`config.mk`:
```
export PLATFORM = sky130hd
export DESIGN_NAME = board_reset_sequencer_flat
export DESIGN_NICKNAME = d
export VERILOG_FILES = /design/src/rtl/board_reset_sequencer_if.sv /design/src/rtl/board_reset_sequencer.sv /design/src/flat_wrapper.sv
export SDC_FILE = /design/constraint.sdc
export NUM_CORES = 1
export LEC_CHECK = 0
export CAP_MARGIN = 20
export CORE_MARGIN = 3
export CORE_UTILIZATION = 53
export DETAILED_ROUTE_END_ITERATION = 10
export DONT_BUFFER_PORTS = 1
export GPL_ROUTABILITY_DRIVEN = 1
export PLACE_DENSITY = 0.65
export REMOVE_ABC_BUFFERS = 1
export SYNTH_ARGS = -nofsm -noshare
export SYNTH_HDL_FRONTEND = slang
export SYNTH_SLANG_ARGS = --single-unit
```
`constraint.sdc`:
```
create_clock -name i_clk -period 2.79 [get_ports i_clk]
set_input_delay 0.558 -clock i_clk [delete_from_list [all_inputs] [get_ports i_clk]]
set_output_delay 0.558 -clock i_clk [all_outputs]
set_load 0.05 [all_outputs]
```
`src/rtl/board_reset_sequencer_if.sv`:
```
// Signal bundle between the board reset sequencer and its surroundings.
// The clock-wizard, DDR3 and CSR inputs travel in; the reset and status outputs travel out.
interface board_reset_sequencer_if;
    logic       pll_locked;
    logic       calib_done;
    logic       sw_rst_req;
    logic       ddr_rst_n;
    logic       soc_rst_n;
    logic [2:0] seq_state;
    logic [7:0] fault_count;
    logic       calib_timeout;

    modport master (
        output pll_locked, calib_done, sw_rst_req,
        input  ddr_rst_n, soc_rst_n, seq_state, fault_count, calib_timeout
    );

    modport slave (
        input  pll_locked, calib_done, sw_rst_req,
        output ddr_rst_n, soc_rst_n, seq_state, fault_count, calib_timeout
    );
endinterface

```
`src/rtl/board_reset_sequencer.sv`:
```
// Board bring-up sequencer: qualifies PLL lock, releases DDR3 reset, waits for calibration, releases SoC.
// Optional calibration timeout is enabled with macro RST_SEQ_CALIB_TIMEOUT_EN.
module board_reset_sequencer #(
    parameter int SYNC_STAGES          = 2,
    parameter int LOCK_STABLE_CYCLES   = 1024,
    parameter int DDR_HOLD_CYCLES      = 256,
    parameter int CALIB_TIMEOUT_CYCLES = 2_000_000
) (
    input  logic                   i_clk,
    input  logic                   i_rst_n,
    board_reset_sequencer_if.slave bus
);
    localparam int MAX_A      = (LOCK_STABLE_CYCLES > DDR_HOLD_CYCLES) ? LOCK_STABLE_CYCLES : DDR_HOLD_CYCLES;
    localparam int MAX_CYCLES = (MAX_A > CALIB_TIMEOUT_CYCLES) ? MAX_A : CALIB_TIMEOUT_CYCLES;
    localparam int CNT_W      = $clog2(MAX_CYCLES) + 1;

    typedef enum logic [2:0] {
        S_RESET       = 3'd0,
        S_WAIT_LOCK   = 3'd1,
        S_LOCK_STABLE = 3'd2,
        S_DDR_HOLD    = 3'd3,
        S_WAIT_CALIB  = 3'd4,
        S_RUN         = 3'd5,
        S_FAULT       = 3'd6
    } state_t;

    state_t                 r_state;
    state_t                 w_state_next;
    logic [CNT_W-1:0]       r_cnt;
    logic [CNT_W-1:0]       w_cnt_next;
    logic [SYNC_STAGES-1:0] r_lock_sync;
    logic [SYNC_STAGES-1:0] r_calib_sync;
    logic [7:0]             r_fault_count;
    logic [7:0]             w_fault_count_next;
    logic                   r_ddr_rst_n;
    logic                   r_soc_rst_n;
    logic                   w_lock_loss;
    logic                   w_lock_s;
    logic                   w_calib_s;

    always_ff @(posedge i_clk or negedge i_rst_n) begin
        if (!i_rst_n) begin
            r_lock_sync  <= '0;
            r_calib_sync <= '0;
        end else begin
            r_lock_sync  <= {r_lock_sync[SYNC_STAGES-2:0], bus.pll_locked};
            r_calib_sync <= {r_calib_sync[SYNC_STAGES-2:0], bus.calib_done};
        end
    end

    assign w_lock_s  = r_lock_sync[SYNC_STAGES-1];
    assign w_calib_s = r_calib_sync[SYNC_STAGES-1];

`ifdef RST_SEQ_CALIB_TIMEOUT_EN
    logic r_calib_timeout;
    logic w_calib_timeout_next;
    logic w_timeout_hit;

    assign w_timeout_hit = (r_cnt == CNT_W'(CALIB_TIMEOUT_CYCLES - 1));
`endif

    always_comb begin
        w_state_next = r_state;
        w_cnt_next   = r_cnt;
        w_lock_loss  = 1'b0;
`ifdef RST_SEQ_CALIB_TIMEOUT_EN
        w_calib_timeout_next = r_calib_timeout;
`endif
        case (r_state)
            S_RESET: w_state_next = S_WAIT_LOCK;
            S_WAIT_LOCK: begin
                if (w_lock_s) begin
                    w_state_next = S_LOCK_STABLE;
                    w_cnt_next   = '0;
                end
            end
            S_LOCK_STABLE: begin
                // A glitch here simply restarts qualification; it is not a fault.
                if (!w_lock_s) begin
                    w_state_next = S_WAIT_LOCK;
                end else if (r_cnt == CNT_W'(LOCK_STABLE_CYCLES - 1)) begin
                    w_state_next = S_DDR_HOLD;
                    w_cnt_next   = '0;
                end else begin
                    w_cnt_next = r_cnt + CNT_W'(1);
                end
            end
            S_DDR_HOLD: begin
                if (!w_lock_s) begin
                    w_state_next = S_FAULT;
                    w_lock_loss  = 1'b1;
                end else if (r_cnt == CNT_W'(DDR_HOLD_CYCLES - 1)) begin
                    w_state_next = S_WAIT_CALIB;
                    w_cnt_next   = '0;
                end else begin
                    w_cnt_next = r_cnt + CNT_W'(1);
                end
            end
            S_WAIT_CALIB: begin
                if (!w_lock_s) begin
                    w_state_next = S_FAULT;
                    w_lock_loss  = 1'b1;
                end
`ifdef RST_SEQ_CALIB_TIMEOUT_EN
                else if (w_timeout_hit) begin
                    w_state_next         = S_FAULT;
                    w_calib_timeout_next = 1'b1;
                end
`endif
                else if (w_calib_s) begin
                    w_state_next = S_RUN;
                end
`ifdef RST_SEQ_CALIB_TIMEOUT_EN
                else begin
                    w_cnt_next = r_cnt + CNT_W'(1);
                end
`endif
            end
            S_RUN: begin
                // Software reset re-resets DDR and SoC but keeps the already-qualified lock.
                if (!w_lock_s) begin
                    w_state_next = S_FAULT;
                    w_lock_loss  = 1'b1;
                end else if (bus.sw_rst_req) begin
                    w_state_next = S_DDR_HOLD;
                    w_cnt_next   = '0;
                end
            end
            S_FAULT: begin
                if (!w_lock_s) begin
                    w_state_next = S_WAIT_LOCK;
                end
            end
            default: w_state_next = S_RESET;
        endcase

        w_fault_count_next = r_fault_count;
        if (w_lock_loss && (r_fault_count != 8'hFF)) begin
            w_fault_count_next = r_fault_count + 8'd1;
        end
    end

    always_ff @(posedge i_clk or negedge i_rst_n) begin
        if (!i_rst_n) begin
            r_state       <= S_RESET;
            r_cnt         <= '0;
            r_fault_count <= 8'd0;
            r_ddr_rst_n   <= 1'b0;
            r_soc_rst_n   <= 1'b0;
        end else begin
            r_state       <= w_state_next;
            r_cnt         <= w_cnt_next;
            r_fault_count <= w_fault_count_next;
            // Reset outputs are decoded from the next state so they move on the same edge.
            r_ddr_rst_n   <= (w_state_next == S_WAIT_CALIB) || (w_state_next == S_RUN);
            r_soc_rst_n   <= (w_state_next == S_RUN);
        end
    end

`ifdef RST_SEQ_CALIB_TIMEOUT_EN
    always_ff @(posedge i_clk or negedge i_rst_n) begin
        if (!i_rst_n) begin
            r_calib_timeout <= 1'b0;
        end else begin
            r_calib_timeout <= w_calib_timeout_next;
        end
    end

    assign bus.calib_timeout = r_calib_timeout;
`else
    assign bus.calib_timeout = 1'b0;
`endif

    assign bus.seq_state   = r_state;
    assign bus.ddr_rst_n   = r_ddr_rst_n;
    assign bus.soc_rst_n   = r_soc_rst_n;
    assign bus.fault_count = r_fault_count;
endmodule
```
`src/flat_wrapper.sv`:
```
// flat-port wrapper written by rule: the top's interface ports become plain ports
module board_reset_sequencer_flat 
#(
    parameter int SYNC_STAGES          = 2,
    parameter int LOCK_STABLE_CYCLES   = 1024,
    parameter int DDR_HOLD_CYCLES      = 256,
    parameter int CALIB_TIMEOUT_CYCLES = 2_000_000
)
  (i_clk, i_rst_n, bus_pll_locked, bus_calib_done, bus_sw_rst_req, bus_ddr_rst_n, bus_soc_rst_n, bus_seq_state, bus_fault_count, bus_calib_timeout);
  board_reset_sequencer_if bus_i ();
  input  logic i_clk;
  input  logic i_rst_n;
  input wire logic [$bits(bus_i.pll_locked)-1:0] bus_pll_locked;
  input wire logic [$bits(bus_i.calib_done)-1:0] bus_calib_done;
  input wire logic [$bits(bus_i.sw_rst_req)-1:0] bus_sw_rst_req;
  output wire logic [$bits(bus_i.ddr_rst_n)-1:0] bus_ddr_rst_n;
  output wire logic [$bits(bus_i.soc_rst_n)-1:0] bus_soc_rst_n;
  output wire logic [$bits(bus_i.seq_state)-1:0] bus_seq_state;
  output wire logic [$bits(bus_i.fault_count)-1:0] bus_fault_count;
  output wire logic [$bits(bus_i.calib_timeout)-1:0] bus_calib_timeout;
  assign bus_i.pll_locked = bus_pll_locked;
  assign bus_i.calib_done = bus_calib_done;
  assign bus_i.sw_rst_req = bus_sw_rst_req;
  assign bus_ddr_rst_n = bus_i.ddr_rst_n;
  assign bus_soc_rst_n = bus_i.soc_rst_n;
  assign bus_seq_state = bus_i.seq_state;
  assign bus_fault_count = bus_i.fault_count;
  assign bus_calib_timeout = bus_i.calib_timeout;
  board_reset_sequencer #(.SYNC_STAGES(SYNC_STAGES), .LOCK_STABLE_CYCLES(LOCK_STABLE_CYCLES), .DDR_HOLD_CYCLES(DDR_HOLD_CYCLES), .CALIB_TIMEOUT_CYCLES(CALIB_TIMEOUT_CYCLES)) u_core (.i_clk(i_clk), .i_rst_n(i_rst_n), .bus(bus_i));
endmodule
```
==> flow_summary.yaml <==
worst_setup_path:
  reg2reg_from: "u_core.bus.seq_state[0]"
  crit_type: "flop to flop"
  reg2reg_depth: 6
  worst-path-max-fanout: 30
  worst_path_max_delay_cell: "dfrtp_1"
  reg2reg_to: "u_core.r_cnt[7]"
  worst_setup_path_start_kind: "flop"
  endpoint: "u_core.r_cnt[7]"
  cp-end-kind: "flop"
  startpoint: "u_core.bus.seq_state[0]"
  crit_arrival_ns: 2.40
  worstPathRequired_ns: 2.99
  r2r_setup_slack_ns: 0.59
  crit_path_max_incr_delay_ns: 0.80
  cp_cell_sequence: "inv_1 > a21oi_1 > o311a_1 > buf_4 > or2b_1 > a31oi_1"
grt:
  antenna_found_initial: 0
  track_usage: 0.2027
  gr-max-usage-layer: "met2"
  grt_use_met1: 0.2602
  grt_max_degree: 40
  overflow: 0
  grt.met2_usage: 0.3261
  grt_first_pass_wirelength_um: 7148
  grt_pass1_vias: 1613
  grt_use_met3: 0.05583
run_status:
  status: "finished, final reports clean"
drt:
  wire_per_inst_um: 15.93
  drt_wl_total_um: 4206
  drcViolationCount: 0
  postRouteAntennaNets: 0
  dr.pass1.iters: 4
  vias: 1684
  drtIter0Drc: 167
  vias_per_cell: 6.379
worst_hold_path:
  hp-class: "input port to async pin"
power_and_ir_drop:
  finalPower_mw: 2.158
  p_leak_nw: 0.9353
  ir_drop_uv: 551.4
  p_per_area_nw_per_um2: 979.8
floorplan:
  start_util: 0.5835
  core_um2: 3521
  die_w_um: 68.26
  ios: 19
  fp.dieH_um: 68.26
  die_area_um2: 4659
  core.rowCount: 21
synth:
  syn_inst: 215
  seq_area_frac_synth: 0.4750
  synthArstFlopShare: 1.000
  ys_ff_latch: 39
  synth_area_um2: 2054
  syn_avg_cell_area_um2: 9.556
  synth_edf_count: 0
  ys.flop_type: "dfrtp_1"
  yosysWarnings: 0
  synth_cell_type_count: 48
clock_tree:
  cts_root_buf: "clkbuf_8"
  cts.path.max_buffers: 2
  cts_buffers: 5
  cts_max_level: 2
  tritoncts: "yes"
  cts_resized: 0
  clock-sinks: 39
  clk-insertion-delay-late_ns: 0.28
  path_clk_slew_ns: 0.07
flow_run:
  maxCapViolCount: 0
timing:
  skew_ns: 0.006124
  drv_slew: 0
  slew_headroom: 0.5352
  rsz0062_at_grt: "false"
  tightest_slew_ns: 0.6973
  hold_viol: 0
  period_minus_slack_ns: 2.197
  fmax_mhz: 455.2
  fin_ws_ns: 0.5934
  fin_tns_setup_ns: 0
  finalCritPeriodShare: 0.7873
  setup_violations: 0
placement:
  place_area_um2: 2095
  hpwl_um: 2942
  preCtsSetupSlack_ns: 0.6206
  numPortBuffers: 0
  routabilityCongestion: 0.7816
final_layout:
  multiInputGateArea_um2: 1005
  diodes: 0
  n_fill_cell: 310
  drive_gt1_frac: 0.1055
  seq_area_um2: 975.9
  finalInstanceArea_um2: 2202
  num-nets-final: 225
  area_growth_pct: 7.186
-- cell families (layout without fill, tap and decap cells) --
logic type                 Yosys count  after routing  synth area share
other                                1              1          0.001825
DFF                                 39             39            0.4750
xor gates and xnor gates            13             13           0.05542
adders and majority gates            2              2           0.01218
and+or+nand+nor                     93             93            0.2448
muxes                                3              3           0.01583
AOI/OAI and AO/OA                   50             50            0.1590
buffers and inverters               14             17           0.03593
-- cell type report --
type	instances	area share
Sequential cell	39	0.4432
Timing Repair Buffer	7	0.02955
Clock inverter	1	0.002273
Clock buffer	6	0.03750
Inverter	3	0.005114
Tap cell	46	0.02614
Multi-Input combinational cell	162	0.4562
-- power breakdown --
| part | total (mW) | internal (mW) | switching (mW) |
|---|---|---|---|
| clock | 0.370 | 0.194 | 0.176 |
| sequential | 1.05 | 0.710 | 0.340 |
| combinational | 0.738 | 0.291 | 0.446 |
| total | 2.16 | 1.20 | 0.963 |
-- per-stage QoR --
| step | instances | hold slack [ns] | utilization |
|---|---|---|---|
| 2_1_floorplan | 204 | 0.2624 | - |
| 3_3_place_gp | 256 | 0.2633 | 0.5949 |
| 3_5_place_dp | 256 | 0.2634 | 0.5949 |
| 4_1_cts | 264 | 0.1107 | 0.6254 |
| 5_1_grt | 264 | 0.1045 | 0.6254 |
| 6_report | 264 | 0.1066 | 0.6254 |
-- repair_timing --
item                      4_1_cts  5_1_grt
hold endpoints to repair       39        0
hold buffers                    1        0
buffers inserted                0        0
-- placed cells by master, fill, tap and decap left out, types with 2 or more instances in the layout --
cell type and instances:
dfrtp_1 39, a41oi_1 2, a22o_1 2, nor4_2 3, mux2_2 2, and2_1 6
a21oi_1 11, nand4_1 11, or2b_1 2, nor3_1 2, inv_1 3, nor4_1 2
a31oi_1 18, ha_1 2, buf_4 6, o21ai_0 6, nor3b_1 2, nand2_1 29
nand3_1 10, nor2_1 12, clkbuf_8 6, xor2_1 6, xnor2_1 7, and3_1 5
-- critical path: cells and delay by family, from the launching register on --
family | cells | cell delay (ns)
and+or+nand+nor | 1 | 0.26
buffers and inverters | 2 | 0.50
AOI/OAI and AO/OA | 3 | 0.54
DFF | 1 | 0.80
-- synth_stat cells (all sizes together), types with 2 or more instances --
| master | count | share of area |
|---|---|---|
| o21ai | 6 | 0.015 |
| nand4 | 11 | 0.033 |
| clkbuf | 6 | 0.011 |
| xnor2 | 7 | 0.030 |
| buf | 5 | 0.019 |
| nor3b | 2 | 0.0073 |
| inv | 3 | 0.0055 |
| dfrtp | 39 | 0.48 |
| nor2 | 12 | 0.022 |
| and2 | 6 | 0.018 |
| a21oi | 11 | 0.027 |
| nand2 | 30 | 0.056 |
| a31oi | 18 | 0.055 |
| a41oi | 2 | 0.0085 |
| nand3 | 11 | 0.029 |
| nor3 | 2 | 0.0049 |
| and3 | 5 | 0.015 |
| a22o | 2 | 0.0085 |
| mux2 | 2 | 0.011 |
| ha | 2 | 0.012 |
| or2b | 2 | 0.0073 |
| xor2 | 6 | 0.026 |
| nor4 | 5 | 0.024 |
-- routing by layer --
layer / wire length [um] / vias to the layer above / share of wire
met3: 210 / 2 / 0.050
met1: 1909 / 843 / 0.45
met5: 0 / - / 0
li1: - / 794 / -
met2: 2063 / 45 / 0.49
met4: 22 / 0 / 0.0052
-- worst min path at each step --
| stage | from | to | slack, ns | cells after the start |
|---|---|---|---|---|
| 6_report | i_rst_n | u_core.bus.seq_state[0] | 0.11 | 1 |
| 5_1_grt | i_rst_n | u_core.bus.seq_state[0] | 0.10 | 1 |
| 4_1_cts | i_rst_n | u_core.bus.seq_state[0] | 0.11 | 1 |
| 3_5_place_dp | i_rst_n | u_core.bus.seq_state[0] | 0.26 | 0 |
| 3_3_place_gp | i_rst_n | u_core.r_lock_sync[1] | 0.26 | 0 |
| 2_1_floorplan | i_rst_n | u_core.bus.ddr_rst_n | 0.26 | 0 |
-- state kept, by name (all words and copies together) (netlist names) --
register                flops
u_core.bus.seq_state        3
u_core.bus.fault_count      8
u_core.bus.ddr_rst_n        1
u_core.r_lock_sync          2
u_core.r_cnt               22
u_core.r_calib_sync         2
u_core.bus.soc_rst_n        1
(Power assumes the default switching activity.)
